==> src/rtl/logic_gate_pkg.sv <==
// Purpose: shared constants for the logic gate primitive (op encoding, op width).
// Latency: n/a (package only).
// Backpressure: n/a (package only).
package logic_gate_pkg;

  localparam int OP_W = 3;

  localparam logic [OP_W-1:0] OP_AND  = 3'd0;
  localparam logic [OP_W-1:0] OP_OR   = 3'd1;
  localparam logic [OP_W-1:0] OP_XOR  = 3'd2;
  localparam logic [OP_W-1:0] OP_NAND = 3'd3;
  localparam logic [OP_W-1:0] OP_NOR  = 3'd4;
  localparam logic [OP_W-1:0] OP_XNOR = 3'd5;
  localparam logic [OP_W-1:0] OP_NOTA = 3'd6;
  localparam logic [OP_W-1:0] OP_PASS = 3'd7;

endpackage

==> src/rtl/logic_gate_core.sv <==
// Purpose: WIDTH-bit bitwise two-operand logic function selected by op.
// Latency: purely combinational, 0 cycles.
// Backpressure: none; no state and no handshake.
// Ports: a, b (operands), op (function select), y (result).
module logic_gate_core
  import logic_gate_pkg::*;
#(
  parameter int WIDTH = 8
) (
  input  logic [WIDTH-1:0] a,
  input  logic [WIDTH-1:0] b,
  input  logic [OP_W-1:0]  op,
  output logic [WIDTH-1:0] y
);

  always_comb begin
    y = '0;
    case (op)
      OP_AND:  y = a & b;
      OP_OR:   y = a | b;
      OP_XOR:  y = a ^ b;
      OP_NAND: y = ~(a & b);
      OP_NOR:  y = ~(a | b);
      OP_XNOR: y = ~(a ^ b);
      OP_NOTA: y = ~a;
      OP_PASS: y = a;
      default: y = a;
    endcase
  end

endmodule

==> src/rtl/logic_gate_pipe.sv <==
// Purpose: registered logic unit with valid/ready in/out, 2-entry skid and transfer counter.
// Latency: 1 cycle from input accept to out_valid when the output register is empty or draining.
// Backpressure: in_ready = skid register empty (registered); drops after a stalled second accept.
// Ports: sys_clk/sys_rst (clock, async active-high reset); in_valid/in_ready with A, B, op;
//        out_valid/out_ready with Y, y_all, y_any; xfer_cnt counts completed output transfers.
module logic_gate_pipe
  import logic_gate_pkg::*;
#(
  parameter int WIDTH = 8,
  parameter int CNT_W = 16
) (
  input  logic             sys_clk,
  input  logic             sys_rst,
  input  logic             in_valid,
  output logic             in_ready,
  input  logic [WIDTH-1:0] A,
  input  logic [WIDTH-1:0] B,
  input  logic [OP_W-1:0]  op,
  output logic             out_valid,
  input  logic             out_ready,
  output logic [WIDTH-1:0] Y,
  output logic             y_all,
  output logic             y_any,
  output logic [CNT_W-1:0] xfer_cnt
);

  typedef struct packed {
    logic [WIDTH-1:0] y;
    logic             all;
    logic             any;
  } res_t;

  logic [WIDTH-1:0] core_y;
  res_t             new_res;

  logic             out_vld_q,  out_vld_d;
  res_t             out_res_q,  out_res_d;
  logic             skid_vld_q, skid_vld_d;
  res_t             skid_res_q, skid_res_d;
  logic [CNT_W-1:0] cnt_q,      cnt_d;

  logic acc;
  logic xfer;

  logic_gate_core #(
    .WIDTH (WIDTH)
  ) u_core (
    .a  (A),
    .b  (B),
    .op (op),
    .y  (core_y)
  );

  always_comb begin
    new_res.y   = core_y;
    new_res.all = &core_y;
    new_res.any = |core_y;
  end

  assign in_ready = ~skid_vld_q;
  assign acc      = in_valid & in_ready;
  assign xfer     = out_vld_q & out_ready;

  // Skid is only ever occupied while the output register is occupied, and
  // no accept can happen while the skid is full, so the cases below cover
  // every reachable combination.
  always_comb begin
    out_vld_d  = out_vld_q;
    out_res_d  = out_res_q;
    skid_vld_d = skid_vld_q;
    skid_res_d = skid_res_q;
    cnt_d      = cnt_q;
    if (xfer) begin
      cnt_d = cnt_q + {{(CNT_W-1){1'b0}}, 1'b1};
      if (skid_vld_q) begin
        out_res_d  = skid_res_q;
        skid_vld_d = 1'b0;
      end else if (acc) begin
        out_res_d = new_res;
      end else begin
        out_vld_d = 1'b0;
      end
    end else if (acc) begin
      if (out_vld_q) begin
        skid_res_d = new_res;
        skid_vld_d = 1'b1;
      end else begin
        out_res_d = new_res;
        out_vld_d = 1'b1;
      end
    end
  end

  always_ff @(posedge sys_clk or posedge sys_rst) begin
    if (sys_rst) begin
      out_vld_q  <= 1'b0;
      out_res_q  <= '0;
      skid_vld_q <= 1'b0;
      skid_res_q <= '0;
      cnt_q      <= '0;
    end else begin
      out_vld_q  <= out_vld_d;
      out_res_q  <= out_res_d;
      skid_vld_q <= skid_vld_d;
      skid_res_q <= skid_res_d;
      cnt_q      <= cnt_d;
    end
  end

  assign out_valid = out_vld_q;
  assign Y         = out_res_q.y;
  assign y_all     = out_res_q.all;
  assign y_any     = out_res_q.any;
  assign xfer_cnt  = cnt_q;

endmodule

==> config.mk <==
export PLATFORM = sky130hd
export DESIGN_NAME = logic_gate_pipe
export DESIGN_NICKNAME = d
export VERILOG_FILES = /design/src/rtl/logic_gate_pkg.sv /design/src/rtl/logic_gate_core.sv /design/src/rtl/logic_gate_pipe.sv
export SDC_FILE = /design/constraint.sdc
export NUM_CORES = 1
export LEC_CHECK = 0
export CORE_ASPECT_RATIO = 0.7
export CORE_MARGIN = 5
export CORE_UTILIZATION = 54
export CTS_BUF_LIST = sky130_fd_sc_hd__clkbuf_4 sky130_fd_sc_hd__clkbuf_8
export CTS_CLUSTER_SIZE = 24
export DETAILED_ROUTE_END_ITERATION = 10
export PLACE_DENSITY = 0.83
export SKIP_CTS_REPAIR_TIMING = 1
export SYNTH_ARGS = -nofsm -noshare
export SYNTH_HDL_FRONTEND = slang
export SYNTH_SLANG_ARGS = --single-unit
export TNS_END_PERCENT = 100
==> constraint.sdc <==
create_clock -name sys_clk -period 2.75 [get_ports sys_clk]
set_clock_uncertainty 0.2 [all_clocks]
set_input_delay 0.55 -clock sys_clk [delete_from_list [all_inputs] [get_ports sys_clk]]
set_output_delay 0.55 -clock sys_clk [all_outputs]
set_load 0.05 [all_outputs]
# Word level (Yosys, flattened, before mapping)
# Cells that the tools add are included.
# W data, S select, Z words.
# classes
reduce_logical	10
n_eq_ne	10
bitwise_logic	11
mux	13
addsub	1
# op_table
cell	n
$pmux W8 S8	1
$mux W10	5
$not A8 Y8	4
$add A16 B1 Y16 const B	1
$eq A3 B3 Y1 const B	4
$reduce_and A3 Y1	3
$and A8 B8 Y8	1
$or A8 B8 Y8	1
$reduce_and A8 Y1	1
$reduce_or A8 Y1	1
$xor A8 B8 Y8	1
$mux W1	7
$eq A3 B2 Y1 const B	2
$reduce_bool A2 Y1	3
$ne A2 B2 Y1 const B	2
$eq A3 B1 Y1 const B	1
$logic_not A3 Y1	1
$and A1 B1 Y1	2
$ne A2 B1 Y1 const B	1
$not A1 Y1	2
$reduce_and A2 Y1	1
# totals
word_cells	54
output_inout_bits	28
input_bits	23
ff_bits	38

# Logic depth before layout (Yosys ltp)
# Gate-level depths: netlist of run 1.
# depth
ltp_word	7
mapped_depth	9
depth_no_buf	8

# Modules after synthesis
# Synthesis of run 1 repeated with hierarchy kept, for this count alone.
# unflattened
hier_cells	270
hier_area_um2	2662.6
# modules_own_cells
mod	cells_each	instances	seq_area_each_um2	area_each_um2
logic_gate_pipe	149	1	950.9	1709.1
logic_gate_core	121	1	0.0	953.4

# Worst setup path before layout of run 1
# Ideal clock, no wire load.
# synth_path
path_type	input to register
startpoint	input A[6]
endpoint	register skid_res_q[0] (netlist name)
setup_time_ns	0.125
path_stages	7
n_path_buf	0
arrival_time_ns	2.286
path_slack_ns	0.139
required_time_ns	2.425
cell_sequence	inv_1 ha_1 mux2_4 mux4_2 a2111oi_2 nand4_1 mux2_2
# synth_via
elab_chain_cells	4
word_cells_on_any_way	9
cone_classes	mux: 1; bitwise: 7; reduce/logical: 1
# synth_rtl
item	line	text
from (decl)	logic_gate_pipe.sv:16	input logic [WIDTH-1:0] A,
$xor A8 B8 Y8, or another cell as far along	logic_gate_core.sv:21, logic_gate_core.sv:24	
$not A8 Y8, on equally long branches	logic_gate_core.sv:24, logic_gate_core.sv:22, logic_gate_core.sv:23	
$pmux W8 S8 *	logic_gate_core.sv:18	case (op)
$reduce_or A8 Y1 *	logic_gate_pipe.sv:57	new_res.any = |core_y;
to (signal assigned)	logic_gate_pipe.sv:105	skid_res_q <= skid_res_d;
to (decl)	logic_gate_pipe.sv:39	res_t skid_res_q, skid_res_d;
# Every way passes the cells marked *; elsewhere a longest branch is shown, timed or not.
# A chain may end at the register's enable or synchronous reset.

# Final worst setup path of run 1
# layout_path
startpoint	input B[1]
endpoint	register skid_res_q[0] (netlist name)
# layout_via
elab_chain_cells	4
word_cells_on_any_way	8
cone_classes	mux: 1; bitwise: 6; reduce/logical: 1
# layout_rtl
item	line	text
from (decl)	logic_gate_pipe.sv:17	input logic [WIDTH-1:0] B,
$xor A8 B8 Y8, or another cell as far along	logic_gate_core.sv:21, logic_gate_core.sv:24	
$not A8 Y8, on equally long branches	logic_gate_core.sv:24, logic_gate_core.sv:22, logic_gate_core.sv:23	
$pmux W8 S8 *	logic_gate_core.sv:18	
$reduce_or A8 Y1 *	logic_gate_pipe.sv:57	
# Marked as above.

==> results of run 1 <==
[per-layer routing]
layer / vias up / part of all wire [%] / track usage (%)
li1: 1162 / - / -
met1: 1120 / 44 / 27.89
met2: 75 / 47 / 36.91
met3: 16 / 6.3 / 4.788
met4: 0 / 2.1 / 7.778
met5: - / 0 / 0
[worst max-delay path: stages]
cell             delay, ns
clkdlybuf4s50_1       0.47
inv_1                 0.04
ha_1                  0.29
nand2b_1              0.08
a32oi_2               0.20
a31oi_2               0.15
buf_4                 0.17
a2111oi_4             0.25
nand4_1               0.18
mux2_2                0.30
[state kept, by name, summed over array words and instances, names as in the netlist]
register,count
Y,8
skid_res_q,10
skid_vld_q,1
out_valid,1
y_any,1
xfer_cnt,16
y_all,1
[placed cells by master, fill, tap and decap left out, types with 3 or more instances in the layout]
cell type and instances:
o21a_1 3, o21ai_0 11, nand4_1 8, buf_4 37, nor2b_1 4, clkdlybuf4s50_1 45
a21o_1 6, dlymetal6s2s_1 5, dfrtp_1 38, clkbuf_8 8, nand3_1 6, nand2b_1 10
nor2_1 20, inv_1 20, and2_1 4, o21ai_1 6, nand2_1 41, mux2_2 6
ha_1 17, o211ai_1 10, xnor2_1 13, nor3_1 4, mux2i_1 9, a21oi_1 5
[layout make-up]
type | instances | area, µm²
clock buffer | 8 | 110.1
sequential | 38 | 950.9
tap | 55 | 68.82
inverter | 22 | 82.58
timing repair buffer | 89 | 813.3
fill | 295 | 930.9
multi-input combinational | 214 | 1498
[cell families after synthesis]
family,Yosys count,synth area share (%)
compound gates,59,15.99
flops,38,37.27
mux,18,8.092
fa+ha+maj,18,8.828
simple gates,104,19.13
buf+inv,34,5.542
xor+xnor,15,5.150
[worst paths after layout]
check,endpoint,slack [ns],cells after the start,from
worst max-delay path,skid_res_q[0],0.05,10,B[1]
worst min-delay path,xfer_cnt[15],0.27,1,xfer_cnt[15]
worst max register to register,y_any,0.61,6,skid_vld_q
worst min register to register,xfer_cnt[15],0.27,1,xfer_cnt[15]
max in group asynchronous,out_valid,1.57,3,sys_rst
min in group asynchronous,xfer_cnt[13],0.46,3,sys_rst
[through the flow]
step	TNS (ns)	util, %	instances	worst slack, ns
2_1_floorplan	0	-	286	0.1394
3_3_place_gp	-1.221	75.14	417	-0.3898
3_5_place_dp	-1.762	75.14	417	-0.4729
4_1_cts	-0.2273	77.61	425	-0.1564
5_1_grt	-0.02999	79.10	426	-0.02999
6_report	0	79.10	426	0.04724
[power groups by stage]
stage                     sequential, µW  combinational (µW)  clock, µW
after floorplan                     1270                 485          0
after global placement               891                1310          0
after detailed placement             898                1350          0
after CTS                            891                1360        455
after global routing                 915                1480        489
final                                895                1380        446
==> reports/metrics.cfg, run 1 <==
[worst_setup_path]
cp-end-kind=flop
required_ns=2.73
cp_max_fo=2
arrival_ns=2.69
cp-start-kind=input pin
worstSetupPathType=in -> reg

[floorplanning]
die_w_um=92.16
row_count=20
core-area_mm2=0.004454
dieArea_mm2=0.006221
io_pins=51
initial_utilization_pct=57.28
die_h_um=67.51

[final_layout]
antenna_cells=0
nNetsFinal=411
finalInstanceArea_mm2=0.003523
syn_to_final_growth_pct=38.11
drive_gt1_share_pct=16.44

[sta]
min_period_ns=2.703
hold_viol=0
timing.final.crit_share_pct=98.28
worst_pin_slew_ns=0.5424
slew_viol_final=0
max_slew_margin_pct=63.72
clock.fmax_ghz=0.3700
setup_viol=0
whs_ns=0.2739

[detailed_routing]
wirelength_um=6431
avgViaCountPerCell=5.570
drt_pre_antenna_iters=4
drt_iter0_markers=148
dr_total_vias=2373
antenna_left=0
wire_per_inst_um=15.10
drc=0

[logic_synthesis]
synthArstFlopShare_pct=100.0
ys_seq_area_share_pct=37.27
synth.most_common_cell=nand2_1
syn_area_per_cell_um2=8.920
netlist_area_mm2=0.002551
yosysUniqueCellTypes=46
syn_nets=327
synth_area_leaders=dfrtp_1, ha_1, nand2_1, xnor2_1, mux2i_1
synthDominantCellAreaShare_pct=37.27
synth_edf_count=0
ys.flop_type=dfrtp_1
synthCells=286
synthTopCellsByCount=nand2_1, dfrtp_1, inv_1
synth_top_area_cell=dfrtp_1
yosysWarnings=0
ys_ff_latch=38

[grt]
grt_antenna_before_repair=0
grt_max_degree=39
track_usage_pct=21.77
grt.overflow.total=0
grt_pass1_wl_um=10670
grt_pass1_vias=2309

[place]
dpl_cell_area_mm2=0.003347
place.gp.congestion=0.8334
hpwl_um=4868
io_buffers=50

[clocking]
cts_buffers=5
cts_tree=yes
clock_sinks=38
clock_tree.root_cell=clkbuf_8
clockBufferDepth=2
path_clk_slew_ns=0.07
clk_latency_ns=0.29
cts.htree.levels=2

[power]
p_comb_share_pct=50.7
clkPwrFrac_pct=16.4
p_leak_uw=0.001656
p_sw_share_pct=44.20
power-per-cell-area_mw_per_mm2=771.3
max-vdd-ir-drop_mv=0.7582
power.switching_uw=1201
finalPower_uw=2718
p_int_uw=1516
seqPwrFrac_pct=32.9

[run]
drv_cap=0

[run_status]
outcome=completed

[hold_path]
worstHoldPathType=reg -> reg

(Power assumes the default switching activity.)
==> run 2: changes to the inputs <==
--- a/config.mk
+++ b/config.mk
@@ -12,4 +12,5 @@
 export CTS_CLUSTER_SIZE = 24
 export DETAILED_ROUTE_END_ITERATION = 10
+export HOLD_SLACK_MARGIN = 0.03
 export PLACE_DENSITY = 0.83
 export SKIP_CTS_REPAIR_TIMING = 1
--- a/constraint.sdc
+++ b/constraint.sdc
@@ -3,3 +3,3 @@
 set_input_delay 0.55 -clock sys_clk [delete_from_list [all_inputs] [get_ports sys_clk]]
 set_output_delay 0.55 -clock sys_clk [all_outputs]
-set_load 0.05 [all_outputs]
+set_load 0.1 [all_outputs]
==> reports/metrics.cfg, run 2 (synthesis results as in run 1) <==
[run_status]
outcome=completed

[clocking]
cts.htree.levels=2
clk_latency_ns=0.29
cts_buffers=5
clock_tree.root_cell=clkbuf_8
clock_sinks=38
clockBufferDepth=2
cts_tree=yes
path_clk_slew_ns=0.07

[sta]
worst_pin_slew_ns=0.4754
timing.final.crit_share_pct=97.72
slew_viol_final=0
tns_ns=0
setup_viol=0
min_period_ns=2.687
whs_ns=0.2749
clock.fmax_ghz=0.3721
hold_viol=0
max_slew_margin_pct=68.17

[final_layout]
nNetsFinal=406
syn_to_final_growth_pct=33.20
mostFrequentLayoutCells=buf_4, nand2_1, dfrtp_1
finalInstanceArea_mm2=0.003398
final_common_cell=buf_4
postLayoutCoreUtil_pct=76.29
antenna_cells=0
largest_register_ff_count=16
drive_gt1_share_pct=23.22

[detailed_routing]
avgViaCountPerCell=5.591
wire_per_inst_um=14.43
drt_pre_antenna_iters=4
drt_iter0_markers=164
antenna_left=0
drc=0
wirelength_um=6073
dr_total_vias=2354

[grt]
grt_antenna_before_repair=0
track_usage_pct=20.12
grtUsageMet3_pct=4.900
use_met1_pct=28.15
busiest_layer=met2
grt_pass1_vias=2238
grt.overflow.total=0
grt.met2_usage_pct=31.82
grt_max_degree=39
grt_pass1_wl_um=10090

[worst_setup_path]
cp-start-kind=input pin
arrival_ns=2.66
cp_num_cells=9
regToRegSetupSlack_ns=0.65
crit_path_cell_trace=clkdlybuf4s50_1 -> inv_1 -> ha_4 -> nand2b_1 -> a32oi_1 -> o211ai_1 -> a2111oi_4 -> nand4_1 -> mux2_4
reg2reg_from=skid_vld_q
path_buf_inv=2
path_delay_family=compound AO/OA/AOI/OAI gates
slowest_delay_ns=0.48
cp-end-kind=flop
r2r_cells=7
cp_max_fo=3
worstSetupPathType=in -> reg
slowest_stage=clkdlybuf4s50_1
required_ns=2.72
r2r_end=y_any
crit_path_end=skid_res_q[0]
startpoint=A[2]

[power]
p_leak_uw=0.001666
power-per-cell-area_mw_per_mm2=901.7
max-vdd-ir-drop_mv=0.8508

[floorplanning]
io_pins=51
core-area_mm2=0.004454
initial_utilization_pct=57.28
die_h_um=67.51
die_w_um=92.16
row_count=20
dieArea_mm2=0.006221

[hold_path]
worstHoldPathType=reg -> reg
hp-start=xfer_cnt[15]

[place]
place.gp.congestion=0.8242
dpl_cell_area_mm2=0.003248
io_buffers=50
hpwl_um=4751

[run]
drv_cap=0

==> run 2: cell count changes in the layout (fill, tap and decap cells not counted), sizes merged <==
| cell | change |
|---|---|
| clkbuf | -2 |
| buf | +23 |
| clkdlybuf4s50 | -28 |
| clkinv | +2 |
==> run 2: stage by stage <==
step | instances | total power [µW] | setup WS (ns)
floorplan | 286 | 2226 | 0.1394
global route | 421 | 3228 | -0.01676
global placement | 413 | 2627 | -0.3876
finish | 421 | 3064 | 0.06256
CTS | 421 | 3060 | -0.1385
detailed placement | 413 | 2682 | -0.4372
==> run 2: worst min-delay path by stage <==
stage,to,cells past startpoint
floorplan,skid_res_q[2],2
CTS,xfer_cnt[15],1
finish,xfer_cnt[15],1
global placement,skid_res_q[4],2
detailed placement,xfer_cnt[15],1
global route,xfer_cnt[15],1
==> run 2: cell type report <==
type | instances | area, µm²
well taps | 55 | 68.82
fillers | 313 | 1056
flip-flops and latches | 38 | 952.2
clock inverters | 2 | 10.01
clock buffers | 6 | 76.32
repair buffers | 84 | 701.9
multi-input cells | 214 | 1506
inverters | 22 | 82.58
==> run 2: metal layers <==
layer	part of all wire (%)	vias to the layer above
met5	0	-
met4	1.3	0
met3	6.4	10
met2	46	77
met1	46	1110
li1	-	1157
==> run 2: power by group <==
part	internal (µW)	switching, µW
Sequential	744	153
Combinational	469	1320
Clock	186	194
Total	1400	1670
